<file path="src/rtl/tc_frame_pkg.sv">
// Shared constants and types for the thermocouple frame packer.
// Frame layout: header, timestamp, then one data word per channel.
package tc_frame_pkg;

    localparam logic [7:0]  HDR_MAGIC   = 8'hA5;
    localparam int unsigned NUM_CH_DEF  = 8;
    localparam int unsigned FRAME_WORDS = NUM_CH_DEF + 2;
    localparam int unsigned ID_MSB      = 31;
    localparam int unsigned ID_LSB      = 24;

    typedef enum logic [1:0] {
        IDLE,
        HDR,
        TS,
        DATA
    } state_t;

endpackage

</file>
<file path="src/rtl/tc_frame_stage.sv">
// Staging slots, channel mask, duplicate detection and idle timeout.
// Closes a sweep and commits it into the output buffer when the stream is idle.
module tc_frame_stage
    import tc_frame_pkg::*;
#(
    parameter int unsigned NUM_CH      = 8,
    parameter int unsigned DATA_W      = 24,
    parameter int unsigned TS_W        = 32,
    parameter int unsigned TIMEOUT_CYC = 2000000
) (
    input  logic              PL_clk,
    input  logic              rst,
    input  logic              i_enable,
    input  logic              i_wr_en,
    input  logic [31:0]       i_data,
    input  logic [TS_W-1:0]   i_ts,
    input  logic              i_idle,
    input  logic [2:0]        i_rd_idx,
    output logic              o_close,
    output logic              o_commit,
    output logic              o_bad_id,
    output logic              o_dup,
    output logic [NUM_CH-1:0] o_close_mask,
    output logic [TS_W-1:0]   o_buf_ts,
    output logic [DATA_W-1:0] o_rd_code
);

    logic [7:0]        w_id;
    logic [NUM_CH-1:0] w_hit;
    logic [NUM_CH-1:0] w_mask_nx;
    logic [NUM_CH-1:0] r_mask;
    logic [DATA_W-1:0] w_slot_nx  [NUM_CH];
    logic [DATA_W-1:0] r_slot     [NUM_CH];
    logic [DATA_W-1:0] r_buf_slot [NUM_CH];
    logic [TS_W-1:0]   w_ts_nx;
    logic [TS_W-1:0]   r_frame_ts;
    logic [TS_W-1:0]   r_buf_ts;
    logic [31:0]       r_timer;
    logic              w_accept;
    logic              w_timeout;

    // Next-state values include the sample accepted this cycle, so a closing
    // sample is part of the committed frame.
    always_comb begin
        w_id  = i_data[ID_MSB:ID_LSB];
        w_hit = '0;
        for (int unsigned k = 0; k < NUM_CH; k++) begin
            w_hit[k] = (w_id == 8'(k + 1));
        end
        w_accept  = i_enable && i_wr_en && (w_hit != '0);
        o_bad_id  = i_enable && i_wr_en && (w_hit == '0);
        o_dup     = w_accept && ((w_hit & r_mask) != '0);
        w_mask_nx = w_accept ? (r_mask | w_hit) : r_mask;
        w_ts_nx   = (w_accept && (r_mask == '0)) ? i_ts : r_frame_ts;
        for (int unsigned k = 0; k < NUM_CH; k++) begin
            w_slot_nx[k] = (w_accept && w_hit[k]) ? i_data[DATA_W-1:0] : r_slot[k];
        end
        w_timeout    = i_enable && !i_wr_en && (r_mask != '0) &&
                       (r_timer == 32'(TIMEOUT_CYC - 1));
        o_close      = (w_accept && w_hit[NUM_CH-1]) || w_timeout;
        o_commit     = o_close && i_idle;
        o_close_mask = w_mask_nx;
        o_rd_code    = '0;
        for (int unsigned k = 0; k < NUM_CH; k++) begin
            if (32'(i_rd_idx) == k) o_rd_code = r_buf_slot[k];
        end
    end

    assign o_buf_ts = r_buf_ts;

    always_ff @(posedge PL_clk or negedge rst) begin
        if (!rst) begin
            r_mask     <= '0;
            r_timer    <= '0;
            r_frame_ts <= '0;
            r_buf_ts   <= '0;
            for (int unsigned k = 0; k < NUM_CH; k++) begin
                r_slot[k]     <= '0;
                r_buf_slot[k] <= '0;
            end
        end else begin
            if (!i_enable || o_close) begin
                r_mask  <= '0;
                r_timer <= '0;
                for (int unsigned k = 0; k < NUM_CH; k++) r_slot[k] <= '0;
            end else begin
                r_mask     <= w_mask_nx;
                r_frame_ts <= w_ts_nx;
                for (int unsigned k = 0; k < NUM_CH; k++) r_slot[k] <= w_slot_nx[k];
                if (i_wr_en || (r_mask == '0)) r_timer <= '0;
                else                           r_timer <= r_timer + 32'd1;
            end
            if (o_commit) begin
                r_buf_ts <= w_ts_nx;
                for (int unsigned k = 0; k < NUM_CH; k++) begin
                    r_buf_slot[k] <= w_mask_nx[k] ? w_slot_nx[k] : '0;
                end
            end
        end
    end

endmodule

</file>
<file path="src/rtl/tc_frame_packer.sv">
// Packs one sweep of AD7124 thermocouple samples into a stamped frame
// and streams it out on an AXI4-Stream master.
module tc_frame_packer
    import tc_frame_pkg::*;
#(
    parameter int unsigned NUM_CH      = 8,
    parameter int unsigned DATA_W      = 24,
    parameter int unsigned TS_W        = 32,
    parameter int unsigned TIMEOUT_CYC = 2000000
) (
    input  logic        PL_clk,
    input  logic        rst,
    input  logic        enable,
    input  logic        clr_status,
    input  logic [31:0] TC_data,
    input  logic        wr_en,
    output logic [31:0] m_axis_tdata,
    output logic        m_axis_tvalid,
    input  logic        m_axis_tready,
    output logic        m_axis_tlast,
    output logic [15:0] seq,
    output logic [15:0] drop_cnt,
    output logic [15:0] bad_id_cnt,
    output logic        dup_flag
);

    state_t            r_state;
    logic [2:0]        r_k;
    logic [TS_W-1:0]   r_ts;
    logic [15:0]       r_seq;
    logic [15:0]       r_drop;
    logic [15:0]       r_bad;
    logic              r_dup;
    logic [31:0]       r_tdata;
    logic              r_tvalid;
    logic              r_tlast;
    logic              w_close;
    logic              w_commit;
    logic              w_bad_id;
    logic              w_dup;
    logic [NUM_CH-1:0] w_close_mask;
    logic [TS_W-1:0]   w_buf_ts;
    logic [DATA_W-1:0] w_code;
    logic [2:0]        w_rd_idx;

    // Look one word ahead: the code fetched now is registered onto tdata at the handshake.
    assign w_rd_idx = (r_state == DATA) ? (r_k + 3'd1) : 3'd0;

    tc_frame_stage #(
        .NUM_CH      (NUM_CH),
        .DATA_W      (DATA_W),
        .TS_W        (TS_W),
        .TIMEOUT_CYC (TIMEOUT_CYC)
    ) u_stage (
        .PL_clk       (PL_clk),
        .rst          (rst),
        .i_enable     (enable),
        .i_wr_en      (wr_en),
        .i_data       (TC_data),
        .i_ts         (r_ts),
        .i_idle       (r_state == IDLE),
        .i_rd_idx     (w_rd_idx),
        .o_close      (w_close),
        .o_commit     (w_commit),
        .o_bad_id     (w_bad_id),
        .o_dup        (w_dup),
        .o_close_mask (w_close_mask),
        .o_buf_ts     (w_buf_ts),
        .o_rd_code    (w_code)
    );

    always_ff @(posedge PL_clk or negedge rst) begin
        if (!rst) begin
            r_ts   <= '0;
            r_seq  <= '0;
            r_drop <= '0;
            r_bad  <= '0;
            r_dup  <= 1'b0;
        end else begin
            r_ts <= r_ts + 1'b1;
            if (w_close) r_seq <= r_seq + 16'd1;
            if (clr_status) begin
                r_drop <= '0;
                r_bad  <= '0;
                r_dup  <= 1'b0;
            end else begin
                if (w_close && !w_commit && (r_drop != '1)) r_drop <= r_drop + 16'd1;
                if (w_bad_id && (r_bad != '1))              r_bad  <= r_bad + 16'd1;
                if (w_dup)                                   r_dup  <= 1'b1;
            end
        end
    end

    always_ff @(posedge PL_clk or negedge rst) begin
        if (!rst) begin
            r_state  <= IDLE;
            r_k      <= '0;
            r_tdata  <= '0;
            r_tvalid <= 1'b0;
            r_tlast  <= 1'b0;
        end else begin
            case (r_state)
                IDLE: if (w_commit) begin
                    r_tdata  <= {HDR_MAGIC, 8'(w_close_mask), r_seq};
                    r_tvalid <= 1'b1;
                    r_tlast  <= 1'b0;
                    r_state  <= HDR;
                end
                HDR: if (m_axis_tready) begin
                    r_tdata <= 32'(w_buf_ts);
                    r_state <= TS;
                end
                TS: if (m_axis_tready) begin
                    r_tdata <= {8'd1, 24'(w_code)};
                    r_k     <= '0;
                    r_tlast <= (NUM_CH == 1);
                    r_state <= DATA;
                end
                DATA: if (m_axis_tready) begin
                    if (r_k == 3'(NUM_CH - 1)) begin
                        r_tvalid <= 1'b0;
                        r_tlast  <= 1'b0;
                        r_state  <= IDLE;
                    end else begin
                        r_k     <= r_k + 3'd1;
                        r_tdata <= {8'(r_k) + 8'd2, 24'(w_code)};
                        r_tlast <= (r_k == 3'(NUM_CH - 2));
                    end
                end
                default: r_state <= IDLE;
            endcase
        end
    end

    assign m_axis_tdata  = r_tdata;
    assign m_axis_tvalid = r_tvalid;
    assign m_axis_tlast  = r_tlast;
    assign seq           = r_seq;
    assign drop_cnt      = r_drop;
    assign bad_id_cnt    = r_bad;
    assign dup_flag      = r_dup;

endmodule
</file>
<file path="config.mk">
export PLATFORM = sky130hd
export DESIGN_NAME = tc_frame_packer
export DESIGN_NICKNAME = d
export VERILOG_FILES = /design/src/rtl/tc_frame_pkg.sv /design/src/rtl/tc_frame_stage.sv /design/src/rtl/tc_frame_packer.sv
export SDC_FILE = /design/constraint.sdc
export NUM_CORES = 1
export LEC_CHECK = 0
export ABC_AREA = 0
export BUFFER_PORTS_ARGS = -buffer_cell sky130_fd_sc_hd__buf_2
export CORE_MARGIN = 1
export CORE_UTILIZATION = 53
export DETAILED_ROUTE_END_ITERATION = 6
export PLACE_DENSITY = 0.79
export SLEW_MARGIN = 20
export SYNTH_ARGS = -nofsm -noshare
export SYNTH_HDL_FRONTEND = slang
export SYNTH_HIERARCHICAL = 1
export SYNTH_SLANG_ARGS = --single-unit
</file>
<file path="constraint.sdc">
create_clock -name PL_clk -period 5.6 [get_ports PL_clk]
set_clock_uncertainty 0.05 [all_clocks]
set_input_delay 1.12 -clock PL_clk [delete_from_list [all_inputs] [get_ports PL_clk]]
set_output_delay 1.12 -clock PL_clk [all_outputs]
set_load 0.02 [all_outputs]
</file>
== Word level (Yosys, flattened, before mapping) ==
Cells that the tools add are included.

* $add $sub $neg: 7
* Multipliers: 0
* Divide/modulo/power cells: 0
* $lt $le $gt $ge: 0
* Equality and inequality tests: 29
* Shift-type cells: 0
* Mux-type cells: 62
* Bitwise logic cells: 2
* Reduce and logical (&&, ||, !) cells: 44

{| class="wikitable"
|+ Operator list
! operator !! number
|-
| $mux 24 || 24
|-
| $mux 32 || 8
|-
| $mux 192 || 1
|-
| $pmux 32 s4 || 1
|-
| $add 32x1->32 const B || 2
|-
| $mux 16 || 4
|-
| $add 16x1->16 const B || 3
|-
| $eq 32x21->1 const B || 1
|-
| $eq 8x3->1 const B || 4
|-
| $ne 16x16->1 const B || 2
|-
| $reduce_bool 8->1 || 3
|-
| $logic_and 1x1->1 || 20
|-
| $eq 3x3->1 const B || 6
|-
| $eq 8x2->1 const B || 2
|-
| $logic_not 8->1 || 2
|-
| $mux 8 || 2
|-
| $mux 3 || 4
|-
| $reduce_and 4->1 || 3
|-
| $mux 2 || 5
|-
| $ne 2x2->1 const B || 5
|-
| $reduce_and 5->1 || 2
|-
| $reduce_bool 2->1 || 5
|-
| $mux 1 || 9
|-
| $and 8x8->8 || 1
|-
| 19 further kinds || 25
|}

* Flip-flop bits (word level): 608
* Latch bits: 0
* Memory bits (writable): 0
* Bits in read-only memories: 0
* Input port bits: 38
* Output and inout port bits: 83
* Word-level logic and storage cells: 174
* Memories kept: 0

== Logic depth before layout (Yosys ltp) ==
* Depth after elaboration: 14
* Gate-level depth with buffers: 14
* Depth with buffers taken out: 11

== Modules after synthesis ==
Netlist, hierarchy kept.

{| class="wikitable"
|+ By module, submodules not included
! module !! instances !! cells an instance !! area each (µm²) !! seq. area each (µm²)
|-
| tc_frame_stage || 1 || 2,139 || 23,186.0 || 12,211.7
|-
| tc_frame_packer || 1 || 597 || 6,068.3 || 3,002.9
|}

== Least setup slack after synthesis ==
OpenSTA, ideal clock, no wires.

* Path type: input port to flip-flop
* Start point: input TC_data[29]
* End point: register r_tdata[16], in the netlist m_axis_tdata[16]
* Arrival: 3.764 ns
* Path slack: 1.691 ns
* Stages: 13
* Path buffers: 6
* Cell sequence: or4_1 buf_6 buf_6 nor2_1 nand3_1 a21boi_1 buf_4 buf_4 buf_4 nand2b_1 o211ai_1 clkbuf_1 o31ai_1

* Longest elaborated chain between the ends: 8
* Elaborated cells between the ends (all ways): 19

{| class="wikitable"
|+ Ends and longest elaborated chain
! item !! line !! RTL
|-
| start: declaration || tc_frame_packer.sv:15 || <nowiki>input logic [31:0] TC_data,</nowiki>
|-
| $eq 8x1->1, or another cell as far along || tc_frame_stage.sv:48 || <nowiki>w_hit[k] = (w_id == 8'(k + 1));</nowiki>
|-
| $reduce_bool 8->1 || tc_frame_stage.sv:50 || <nowiki>w_accept = i_enable && i_wr_en && (w_hit != '0);</nowiki>
|-
| $logic_and 1x1->1 || tc_frame_stage.sv:50 ||
|-
| $logic_and 1x1->1 (*) || tc_frame_stage.sv:60 || <nowiki>o_close = (w_accept && w_hit[NUM_CH-1]) || w_timeout;</nowiki>
|-
| $logic_or 1x1->1 (*) || tc_frame_stage.sv:60 ||
|-
| $logic_and 1x1->1 (*) || tc_frame_stage.sv:61 || <nowiki>o_commit = o_close && i_idle;</nowiki>
|-
| via w_commit || tc_frame_packer.sv:38 || <nowiki>logic w_commit;</nowiki>
|-
| $ne 2x2->1 (no source line) (*) || - ||
|-
| $reduce_and 5->1 (no source line) (*) || - ||
|-
| end signal: assignment || tc_frame_packer.sv:104 || <nowiki>r_tdata <= {HDR_MAGIC, 8'(w_close_mask), r_seq};</nowiki>
|-
| end signal: assignment || tc_frame_packer.sv:110 || <nowiki>r_tdata <= 32'(w_buf_ts);</nowiki>
|-
| end signal: assignment || tc_frame_packer.sv:114 || <nowiki>r_tdata <= {8'd1, 24'(w_code)};</nowiki>
|-
| end: declaration || tc_frame_packer.sv:34 || <nowiki>logic [31:0] r_tdata;</nowiki>
|}

Mark *: on every way through the listed nets, which the timed path passes. The rest lies on a longest branch. The select of a mux whose other input is x is not followed.
A chain may end at the register's enable or synchronous reset.

== Worst setup path after layout ==
* Start point: register r_k[0]
* End point: register r_tdata[9], in the netlist m_axis_tdata[9]

* Longest elaborated chain between the ends: 14
* Elaborated cells between the ends (all ways): 25

{| class="wikitable"
|+ Ends and longest elaborated chain
! item !! line !! RTL
|-
| start: declaration || tc_frame_packer.sv:28 || <nowiki>logic [2:0] r_k;</nowiki>
|-
| start signal: assignment || tc_frame_packer.sv:125 || <nowiki>r_k <= r_k + 3'd1;</nowiki>
|-
| $add 3x1->3 (*) || tc_frame_packer.sv:47 || <nowiki>assign w_rd_idx = (r_state == DATA) ? (r_k + 3'd1) : 3'd0;</nowiki>
|-
| $mux 3 (*) || tc_frame_packer.sv:47 ||
|-
| via w_rd_idx[2] || tc_frame_packer.sv:44 || <nowiki>logic [2:0] w_rd_idx;</nowiki>
|-
| $logic_not 3->1 || tc_frame_stage.sv:65 || <nowiki>if (32'(i_rd_idx) == k) o_rd_code = r_buf_slot[k];</nowiki>
|-
| $mux 24 (7 in a row) || tc_frame_stage.sv:65 ||
|-
| $mux 24 (*) || tc_frame_stage.sv:65 ||
|-
| via w_code[9] || tc_frame_packer.sv:43 || <nowiki>logic [DATA_W-1:0] w_code;</nowiki>
|-
| $mux 32 || tc_frame_packer.sv:120 || <nowiki>if (r_k == 3'(NUM_CH - 1)) begin</nowiki>
|-
| $mux 32 || tc_frame_packer.sv:119 || <nowiki>DATA: if (m_axis_tready) begin</nowiki>
|-
| $pmux 32 s4 (*) || tc_frame_packer.sv:102 || <nowiki>case (r_state)</nowiki>
|-
| end signal: assignment || tc_frame_packer.sv:104 ||
|-
| end signal: assignment || tc_frame_packer.sv:110 ||
|-
| end signal: assignment || tc_frame_packer.sv:126 || <nowiki>r_tdata <= {8'(r_k) + 8'd2, 24'(w_code)};</nowiki>
|}

Marks and branches as above.

==> flow_metrics.tcl <==
set metrics [dict create \
    worst_slew_pin_slew_ns 1.11 \
    dpl_cell_area_um2 30300 \
    first_global_vias 22100 \
    area_growth_syn_to_layout_pct 10.0 \
    layout_worst_path_cycle_share_pct 67.9 \
    period_minus_slack_ns 3.80 \
    routedWlPerCell_um 22.4 \
    synthFlopType "dfrtp_1" \
    clkLatencyLatePin_ns 0.63 \
    clock_path_buffers 3 \
    crit_required_ns 6.06 \
    fmaxAchievable_mhz 263 \
    cp-endpoint "m_axis_tdata[9]" \
    port_buffers 120 \
    syn-cell-area_um2 29300 \
    p_per_area_nw_per_um2 310 \
    tns_ns 0 \
    p_leak_nw 14.7 \
    vias_per_cell 6.31 \
    cp_max_fo 22 \
    rsz0062_at_grt "no" \
    startpoint "r_k[0]" \
    slew_viol_final 0 \
    drt_iter0_markers 2455 \
    hold_viol_final 0 \
    synth-edff-count 0 \
    synth.avg_cell_area_um2 10.7 \
    seq_area_frac_synth_pct 52.0 \
    ys_seq_elements 608 \
    timing.rr.end "m_axis_tdata[9]" \
    start_util_pct 54.0 \
    cap_violations 0 \
    post-cts-setup-buffers 0 \
    ff2ff_path_depth 12 \
    grtUsageTotal_pct 27.8 \
    numCtsBuffers 60 \
    clk_pin_slew_worst_paths_ns 0.06 \
    wl_um 78000 \
    worstPathArrival_ns 4.27 \
    ys_warn_count 6 \
    dr.pass1.iters 6 \
    hold_buffers 0 \
    cts_root_buf "clkbuf_16" \
    drc 0 \
    finalInstanceArea_um2 32200 \
    core_um2 54100 \
    clock-sinks 608 \
    grt_max_degree 173 \
    crit_type "reg2reg" \
    power_w 0.00997 \
    ioPinCount 121 \
    cp-start-kind "flop" \
    antenna_left 0 \
    outcome "finished clean" \
    post-dp-hpwl_um 46600 \
    gp_congestion 0.844 \
    antenna_found_initial 5 \
    die_area_um2 56100 \
    rrSetupSlack_ns 1.80 \
    setup_viol 0 \
    h-tree-depth 2 \
    die_h_um 237 \
    synth_fp_nets 2788 \
    die-width_um 237 \
    nets 2801 \
    fin_util_pct 59.5 \
    hold_path.class "reg2reg" \
    netlist_instances 2736 \
    rr_startpoint "r_k[0]" \
    synth.distinct_cells 69 \
    end_kind "flop" \
    row_count 85 \
    grt_pass1_wl_um 123000 \
    vias 22000 \
    synthArstFlopShare_pct 100 \
    final_layout_size_suffix_gt1_share_pct 17.5 \
    grt_overflow 0 \
    max-slew-margin-rel_pct 26.0 \
    fillers 4202 \
    cts_resized 0 \
    cts_tree "done" \
    ir_drop_uv 213 \
]
## worst min-delay path by stage
stage | startpoint | endpoint | slack (ns) | cells past startpoint
after floorplan | u_stage/r_buf_slot[168] | u_stage/r_buf_slot[168] | 0.40 | 1
after global placement | m_axis_tdata[10] | m_axis_tdata[10] | 0.41 | 2
after detailed placement | m_axis_tdata[7] | m_axis_tdata[7] | 0.41 | 2
after CTS | m_axis_tdata[7] | m_axis_tdata[7] | 0.42 | 2
after global routing | m_axis_tdata[25] | m_axis_tdata[25] | 0.43 | 2
final | m_axis_tdata[25] | m_axis_tdata[25] | 0.42 | 2
## stage by stage
stage / setup WS (ns) / hold WS, ns / std cells
4_1_cts: 1.88 / 0.424 / 3484
6_report: 1.80 / 0.422 / 3488
2_1_floorplan: 1.69 / 0.400 / 2736
3_5_place_dp: 1.36 / 0.411 / 3383
5_1_grt: 1.71 / 0.435 / 3487
3_3_place_gp: 1.41 / 0.406 / 3383
## registers in the layout, summed over array words and instances (netlist names), 2 cells and up
register / count
bad_id_cnt: 16
r_ts: 32
drop_cnt: 16
seq: 16
u_stage/r_timer: 32
m_axis_tdata: 32
u_stage/r_slot: 192
r_k: 3
u_stage/r_buf_slot: 192
u_stage/o_buf_ts: 32
r_state: 2
u_stage/r_frame_ts: 32
u_stage/r_mask: 8
## where the power goes
| group | leakage [nW] | switching, W | internal [W] | total (W) |
|---|---|---|---|---|
| Sequential | 8.37 | 0.0000676 | 0.00449 | 0.00456 |
| Clock | 0.917 | 0.00168 | 0.00220 | 0.00388 |
| Combinational | 5.39 | 0.00109 | 0.000445 | 0.00153 |
| Total | 14.7 | 0.00284 | 0.00713 | 0.00997 |
## area by class of cell
type                            count  area (um2)  share of cell area, %
Antenna cell                        4        10.0                 0.0311
Clock buffer                       88        1760                   5.46
Clock inverter                     13         103                  0.319
Inverter                           29         109                  0.338
Multi-Input combinational cell   1882       13100                   40.6
Sequential cell                   608       15200                   47.3
Tap cell                          696         871                   2.71
Timing Repair Buffer              168        1060                   3.29
## worst max-delay path, cell delays in order (launching register included)
cell	delay, ns
dfrtp_1	0.46
ha_1	0.24
ha_1	0.26
and2_2	0.55
buf_4	0.36
mux2i_1	0.23
nor2_1	0.09
a21oi_1	0.12
o221ai_1	0.21
a22o_1	0.28
a221oi_1	0.53
a211o_1	0.21
nand2_1	0.06
## synth_stat cells (28+ instances only)
library cell  instances  area (um2)
dfrtp_1             608       15200
nand2_1             465        1750
a21oi_1             219        1100
mux2_2              186        2090
a22o_1              176        1540
clkbuf_1            148         556
mux2_1              113        1270
nor2_1               84         315
nor2b_1              60         375
xnor2_1              47         412
nand3_1              43         215
and2_1               37         231
mux2i_1              37         370
nand4_1              34         213
o31ai_1              34         255
buf_2                33         165
inv_1                28         105
## layout by cell type, fill, tap and decap left out, drive strengths merged, types with 15 or more instances in the layout
master and n:
a211oi 15, a21boi 18, a21oi 219, a221oi 26, a22o 176, and2 37, and3 23, buf 168
clkbuf 88, dfrtp 608, inv 30, mux2 299, mux2i 37, nand2 465, nand2b 16, nand3 43
nand4 35, nor2 84, nor2b 61, nor3 19, nor4 26, o21ai 50, o31ai 34, xnor2 47
xor2 24
## routing by layer
| metal | up-vias | GRT usage (%) | share of wire, % |
|---|---|---|---|
| li1 | 9742 | - | - |
| met1 | 11200 | 36.4 | 41 |
| met2 | 844 | 46.0 | 49 |
| met3 | 180 | 5.12 | 7.0 |
| met4 | 2 | 10.3 | 3.2 |
| met5 | - | 0 | 0.017 |
## kinds of logic after synthesis
group | Yosys count | synth area share, %
compound gates | 590 | 13.8
xor+xnor | 71 | 2.13
mux | 344 | 13.4
flops | 608 | 52.0
simple gates | 863 | 14.2
fa+ha+maj | 14 | 0.599
buf+inv | 246 | 3.85
Power figures use the tool's default switching activity.
